$ cat src/rtl/i2s_stereo_tx.sv
`timescale 1ns/1ps
// i2s_stereo_tx
//   Philips I2S bus master transmitter. Generates SCLK (clk/2) and WS, and
//   serializes one stereo sample per frame: left word then right word, MSB
//   first, with the standard one-bit data delay after each WS transition.
//   tx_data is captured once per frame at the first bit slot; ready pulses
//   for one clk at that moment so the source can present the next sample.
//
// Ports
//   clk      in   system clock, all state updates on its rising edge
//   rst_n    in   asynchronous active-low reset
//   tx_data  in   [2*DWIDTH-1:DWIDTH] left word, [DWIDTH-1:0] right word
//   ready    out  one-clk pulse, tx_data has just been captured
//   SCLK     out  I2S bit clock (clk/2), registered
//   WS       out  word select, 0 = left, 1 = right, registered
//   SD       out  serial data, changes only when SCLK falls
module i2s_stereo_tx #(
  parameter int DWIDTH = 8
) (
  input  logic                  clk,
  input  logic                  rst_n,
  input  logic [2*DWIDTH-1:0]   tx_data,
  output logic                  ready,
  output logic                  SCLK,
  output logic                  WS,
  output logic                  SD
);

  localparam int FW = 2 * DWIDTH;
  localparam int CW = (FW > 1) ? $clog2(FW) : 1;
  localparam logic [CW-1:0] CNT_LAST     = CW'(FW - 1);
  localparam logic [CW-1:0] CNT_LEFT_LSB = CW'(DWIDTH - 1);

  logic [CW-1:0] cnt, cnt_nxt;
  logic [FW-1:0] shreg, shreg_nxt;
  logic          sclk_nxt, ws_nxt, sd_nxt, ready_nxt;
  logic          fall;

  // SCLK is currently high, so this clk edge drives it low: the only edge
  // on which SD, WS and the bit counter may move.
  assign fall = SCLK;

  always_comb begin
    sclk_nxt  = ~SCLK;
    cnt_nxt   = cnt;
    shreg_nxt = shreg;
    sd_nxt    = SD;
    ws_nxt    = WS;
    ready_nxt = 1'b0;
    if (fall) begin
      cnt_nxt = (cnt == CNT_LAST) ? '0 : cnt + CW'(1);
      if (cnt == '0) begin
        // The MSB goes straight onto SD, so keep the remaining bits
        // pre-shifted with the next one waiting at the top.
        shreg_nxt = tx_data << 1;
        sd_nxt    = tx_data[FW-1];
        ready_nxt = 1'b1;
      end else begin
        sd_nxt    = shreg[FW-1];
        shreg_nxt = shreg << 1;
      end
      // WS leads the data by one bit: it flips while the LSB of the
      // current word is still being driven.
      if (cnt == CNT_LEFT_LSB) begin
        ws_nxt = 1'b1;
      end else if (cnt == CNT_LAST) begin
        ws_nxt = 1'b0;
      end
    end
  end

  always_ff @(posedge clk or negedge rst_n) begin
    if (!rst_n) begin
      SCLK  <= 1'b0;
      WS    <= 1'b0;
      SD    <= 1'b0;
      ready <= 1'b0;
      cnt   <= '0;
      shreg <= '0;
    end else begin
      SCLK  <= sclk_nxt;
      WS    <= ws_nxt;
      SD    <= sd_nxt;
      ready <= ready_nxt;
      cnt   <= cnt_nxt;
      shreg <= shreg_nxt;
    end
  end

endmodule

$ cat config.mk
export PLATFORM = sky130hd
export DESIGN_NAME = i2s_stereo_tx
export DESIGN_NICKNAME = d
export VERILOG_FILES = /design/src/rtl/i2s_stereo_tx.sv
export SDC_FILE = /design/constraint.sdc
export NUM_CORES = 1
export LEC_CHECK = 0
export BUFFER_PORTS_ARGS = -buffer_cell sky130_fd_sc_hd__buf_2
export CAP_MARGIN = 20
export CORE_MARGIN = 2
export CORE_UTILIZATION = 45
export CTS_CLUSTER_SIZE = 12
export DETAILED_ROUTE_END_ITERATION = 7
export GPL_ROUTABILITY_DRIVEN = 0
export HOLD_SLACK_MARGIN = 0.03
export PLACE_DENSITY_LB_ADDON = 0.15
export SLEW_MARGIN = 5
export SYNTH_ARGS = -nofsm -noshare
export SYNTH_HDL_FRONTEND = slang
export SYNTH_SLANG_ARGS = --single-unit
$ cat constraint.sdc
create_clock -name clk -period 2.23 [get_ports clk]
set_clock_uncertainty 0.15 [all_clocks]
set_input_delay 0.223 -clock clk [delete_from_list [all_inputs] [get_ports clk]]
set_output_delay 0.223 -clock clk [all_outputs]
set_load 0.01 [all_outputs]
==> impl_metrics.yaml, run 1 <==
worst_setup_path:
  cp_num_cells: 6
  cp_common_cell: "a21oi_1"
  crit_family: "flip-flops"
  path_cells: "inv_1 > ha_1 > nor3b_2 > buf_4 > a21oi_1 > a21oi_1"
  cpMaxStageDelayCell: "dfrtp_1"
  critical_path_arrival_ns: 1.89
  cp_num_buf_inv: 2
  critPathMaxStageDelay_ns: 0.42
  crit_path_end_kind: "flop"
  worstPathMaxFanout: 9
  crit_type: "flop to flop"
  r2r_cells: 6
  crit_path_start_kind: "flop"
  worstReg2RegStart: "cnt[0]"
  cp_data_required_time_ns: 2.32
  setup.worst_path.start: "cnt[0]"
cts:
  root_buffer: "clkbuf_4"
  htree_levels: 1
  cts_resized: 0
  cts_tree: "yes"
  cts_buffer_depth: 2
  worstSkewPairLatency_ns: 0.30
  clock-sinks: 23
  path_clk_slew_ns: 0.12
  cts-buffers-inserted: 3
synthesis:
  seq_area_frac_synth: 0.558
  yosys_warnings: 0
  yosys.cell_types.count: 19
  synth_seq_cells: 23
  synth_area_per_cell_um2: 9.05
  syn_nets: 134
  netlist_area_um2: 1030
  synthCells: 114
worst_hold_path:
  hold_start: "tx_data[8]"
  min-delay-path-class: "input pin to flop"
  hold_depth: 3
placed_design:
  numPortBuffers: 21
  place_area_um2: 1150
  dp_cells: 158
  dpl.hpwl_um: 1330
  post-place-ws_ns: 0.439
layout:
  layout_common_cells: "a21oi_1 (31), dfrtp_1 (23), buf_2 (21)"
  final_util: 0.544
  area_growth_pct: 15.5
  antenna_cells: 0
  finalNonFillerCells: 164
  final_cell_area_um2: 1190
  drive_above_1_share: 0.206
  layout_commonest_cell: "a21oi_1"
  nets: 157
routing:
  drt_iter0_drc: 8
  drt_wl_total_um: 1920
  wl_per_cell_um: 11.7
  drcViolationCount: 0
  firstDrtPassIters: 4
  vias: 844
  top_layer_used: "met4"
  avgViaCountPerCell: 5.15
  routed-wl-met2_um: 884
  drt.antenna.violating_nets: 0
  drt-met1-wl_um: 927
  wl_met3_um: 90
power:
  ir_drop_uv: 450
  p_leak_nw: 0.583
  power.density_nw_per_um2: 544
timing:
  hold_viol_final: 0
  worstMarginPinSlew_ns: 0.563
  min_period_ns: 1.81
  slew_viol_final: 0
  tns_ns: 0
  max_freq_mhz: 553
  rsz0062_at_grt: "no"
  setup_viol: 0
  setup_ws_ns: 0.421
  fin_crit_sh: 0.811
  relSlewSlack: 0.625
grt:
  grt_pass1_vias: 761
  overflow: 0
  grt_pass1_wl_um: 3340
  antenna_found_initial: 0
  grt_max_degree: 24
  grt_use_total: 0.170
die:
  die_h_um: 51.9
  die_x_um: 51.9
  rows: 17
  io_pins: 22
  dieArea_um2: 2690
  core_area_um2: 2190
  start_util: 0.471
run:
  cap_violations: 0
run_status:
  outcome: "finished clean"
power by group:
group | total [mW] | switching, mW | leakage, nW | internal, mW
clock | 0.185 | 0.116 | 0.0150 | 0.0698
sequential | 0.430 | 0.00452 | 0.286 | 0.425
combinational | 0.0334 | 0.0164 | 0.282 | 0.0169
total | 0.648 | 0.137 | 0.583 | 0.512
kinds of logic (layout without fill, tap and decap cells):
| logic type | after synthesis | count (layout) | synth area share |
|---|---|---|---|
| AOI/OAI and AO/OA | 37 | 37 | 0.193 |
| DFF | 23 | 23 | 0.558 |
| buffers and inverters | 10 | 32 | 0.0509 |
| adders and majority gates | 2 | 2 | 0.0242 |
| and+or+nand+nor | 41 | 41 | 0.166 |
| xor gates and xnor gates | 1 | 1 | 0.00849 |
cell usage after synthesis:
library cell	instances	area [um^2]
a21oi_1	31	155
buf_2	2	10.0
buf_4	1	7.51
buf_6	1	11.3
clkbuf_1	2	7.51
clkbuf_2	1	5.00
clkinv_1	1	3.75
dfrtp_1	23	576
ha_1	2	25.0
inv_1	2	7.51
nand2_1	20	75.1
nand3_1	3	15.0
nor2_1	16	60.1
nor3b_2	1	12.5
o21ai_0	4	20.0
o2bb2ai_2	1	15.0
o41ai_1	1	8.76
or3b_1	1	8.76
xnor2_1	1	8.76
repair_timing:
| action | CTS | global route |
|---|---|---|
| hold endpoints to repair | 24 | 0 |
| hold buffers | 2 | 0 |
| setup buffers | 0 | 0 |
area by class of cell:
cell class	instances	area [um^2]
clock buffers	4	26.3
fillers	205	998
inverters	3	11.3
multi-input cells	81	404
flip-flops and latches	23	576
well taps	28	35.0
repair buffers	25	140
registers in the layout, summed over array words and instances, names as in the netlist:
name and flops:
shreg 15, cnt 4, SCLK 1, SD 1, WS 1, ready 1
worst min-delay path, cell delays in order:
cell and delay (ns):
buf_2 0.07, a21oi_1 0.05, a21oi_1 0.13
routing by layer:
layer	up-vias	GRT usage
li1	422	-
met3	2	0.0603
met5	-	0
met2	16	0.266
met1	404	0.220
met4	0	0.0526
metrics by stage:
stage / hold WS (ns) / power (mW)
6_report: 0.0513 / 0.648
5_1_grt: 0.0514 / 0.686
4_1_cts: 0.0453 / 0.660
3_5_place_dp: 0.0836 / 0.470
3_3_place_gp: 0.0776 / 0.469
2_1_floorplan: -0.223 / 0.444
worst paths after layout:
kind                            endpoint  slack (ns)
min in group asynchronous           SCLK        0.25
worst min-delay path            shreg[9]        0.05
worst min register to register        WS        0.34
max in group asynchronous       shreg[6]        1.34
worst max-delay path            shreg[5]        0.42
worst max register to register  shreg[5]        0.42
No activity file was read; power rests on OpenSTA's default activity.
==> inputs of run 2 (changes only) <==
- clock period: 2.23 -> 1.46 ns (I/O delays scaled with it)
==> impl_metrics.yaml, run 2 (synthesis results as in run 1) <==
timing:
  min_period_ns: 1.53
  fin_crit_sh: 1.05
  slew_viol_final: 0
  hold-worst-slack_ns: 0.163
  setup_viol: 16
  relSlewSlack: 0.655
  setup_ws_ns: -0.0732
  rsz0062_at_grt: "yes"
  worstMarginPinSlew_ns: 0.518
  max_freq_mhz: 652
  tns_ns: -0.962
  hold_viol_final: 0
run:
  cap_violations: 0
placed_design:
  numPortBuffers: 21
  place_area_um2: 1250
  dp_cells: 169
  dpl.hpwl_um: 1520
layout:
  regMostFlops: "shreg"
  layout_commonest_cell: "dfrtp_1"
  nets: 185
  multiInputGateArea_um2: 534
  regArea_um2: 576
  antenna_cells: 0
  largest_reg_flops: 15
  drive_above_1_share: 0.457
  reg.largest.list: "shreg x15, cnt x4"
  final_cell_area_um2: 1600
  area_growth_pct: 54.9
  layout_common_cells: "dfrtp_1 (23), buf_2 (21), a21oi_1 (17), dlygate4sd3_1 (17), nor2_1 (16)"
  fill_cells: 157
  finalNonFillerCells: 192
die:
  die_h_um: 51.9
  start_util: 0.471
  core_area_um2: 2190
  rows: 17
  die_x_um: 51.9
  io_pins: 22
  dieArea_um2: 2690
grt:
  grt_pass1_vias: 996
  antenna_found_initial: 0
  overflow: 0
  grt_use_total: 0.220
  grt_pass1_wl_um: 4400
  grt_max_degree: 25
worst_setup_path:
  worstReg2RegStart: "cnt[0]"
  crit_path_end_kind: "flop"
  critical_path_arrival_ns: 1.61
  worstPathMaxFanout: 8
  setup.worst_path.start: "cnt[0]"
  crit_type: "flop to flop"
  r2r_cells: 6
  r2r_end: "shreg[12]"
  crit_path_start_kind: "flop"
  r2r_setup_slack_ns: -0.07
  cp_data_required_time_ns: 1.54
cts:
  htree_levels: 1
  path_clk_slew_ns: 0.14
  cts_buffer_depth: 2
  clock-sinks: 23
  root_buffer: "clkbuf_4"
  worstSkewPairLatency_ns: 0.32
  cts_tree: "yes"
  cts-buffers-inserted: 3
routing:
  firstDrtPassIters: 4
  drt_wl_total_um: 2680
  drt_iter0_drc: 25
  drcViolationCount: 0
  vias: 978
  avgViaCountPerCell: 5.09
  wl_per_cell_um: 14.0
  drt.antenna.violating_nets: 0
power:
  power.density_nw_per_um2: 667
  p_leak_nw: 0.735
  ir_drop_uv: 531
run_status:
  violations: "setup timing"
  outcome: "finished with violations"
worst_hold_path:
  min-delay-path-class: "input pin to async pin"
run 2: critical path, stage by stage (launching register included):
cell     delay [ns]
dfrtp_1        0.41
inv_2          0.08
ha_4           0.12
or3b_4         0.41
buf_8          0.17
nand2_2        0.07
a21oi_2        0.05
run 2: area by class of cell:
cell class	instances	area share
Clock buffer	3	0.0141
Clock inverter	1	0.00313
Inverter	3	0.00704
Multi-Input combinational cell	81	0.334
Sequential cell	23	0.360
Tap cell	28	0.0219
Timing Repair Buffer	53	0.260
run 2: power breakdown:
| group | switching, mW | total, mW | internal (mW) |
|---|---|---|---|
| logic | 0.0366 | 0.0965 | 0.0599 |
| registers | 0.0122 | 0.662 | 0.650 |
| clock network | 0.205 | 0.308 | 0.102 |
| total | 0.254 | 1.07 | 0.812 |
run 2: worst max path at each step:
stage	end	cells past startpoint	slack [ns]
3_3_place_gp	shreg[12]	6	-0.06
5_1_grt	shreg[13]	6	-0.13
6_report	shreg[12]	6	-0.07
3_5_place_dp	shreg[12]	6	-0.08
2_1_floorplan	shreg[2]	7	-0.1
4_1_cts	shreg[12]	6	-0.06
run 2: stage by stage:
stage                     setup slack, ns  power [mW]   util
after floorplan                   -0.0997       0.678      -
final                             -0.0732        1.07  0.730
after global placement            -0.0592       0.717  0.572
after detailed placement          -0.0809       0.720  0.572
after global routing               -0.134        1.10  0.730
after CTS                         -0.0638        1.07  0.711
run 2: what timing repair did:
item	4_1_cts	5_1_grt
setup buffers	1	0
pin swaps	9	1
hold buffers	17	0
gates cloned	1	0
gates resized for setup	30	10
endpoints found under the setup margin	17	17
endpoints found under the hold margin	39	0
run 2: metal layers:
| layer | vias to the layer above | share of wire | GRT usage |
|---|---|---|---|
| met5 | - | 0 | 0 |
| met4 | 0 | 0.010 | 0.0658 |
| met3 | 4 | 0.029 | 0.0345 |
| met2 | 23 | 0.50 | 0.363 |
| met1 | 473 | 0.46 | 0.298 |
| li1 | 478 | - | - |
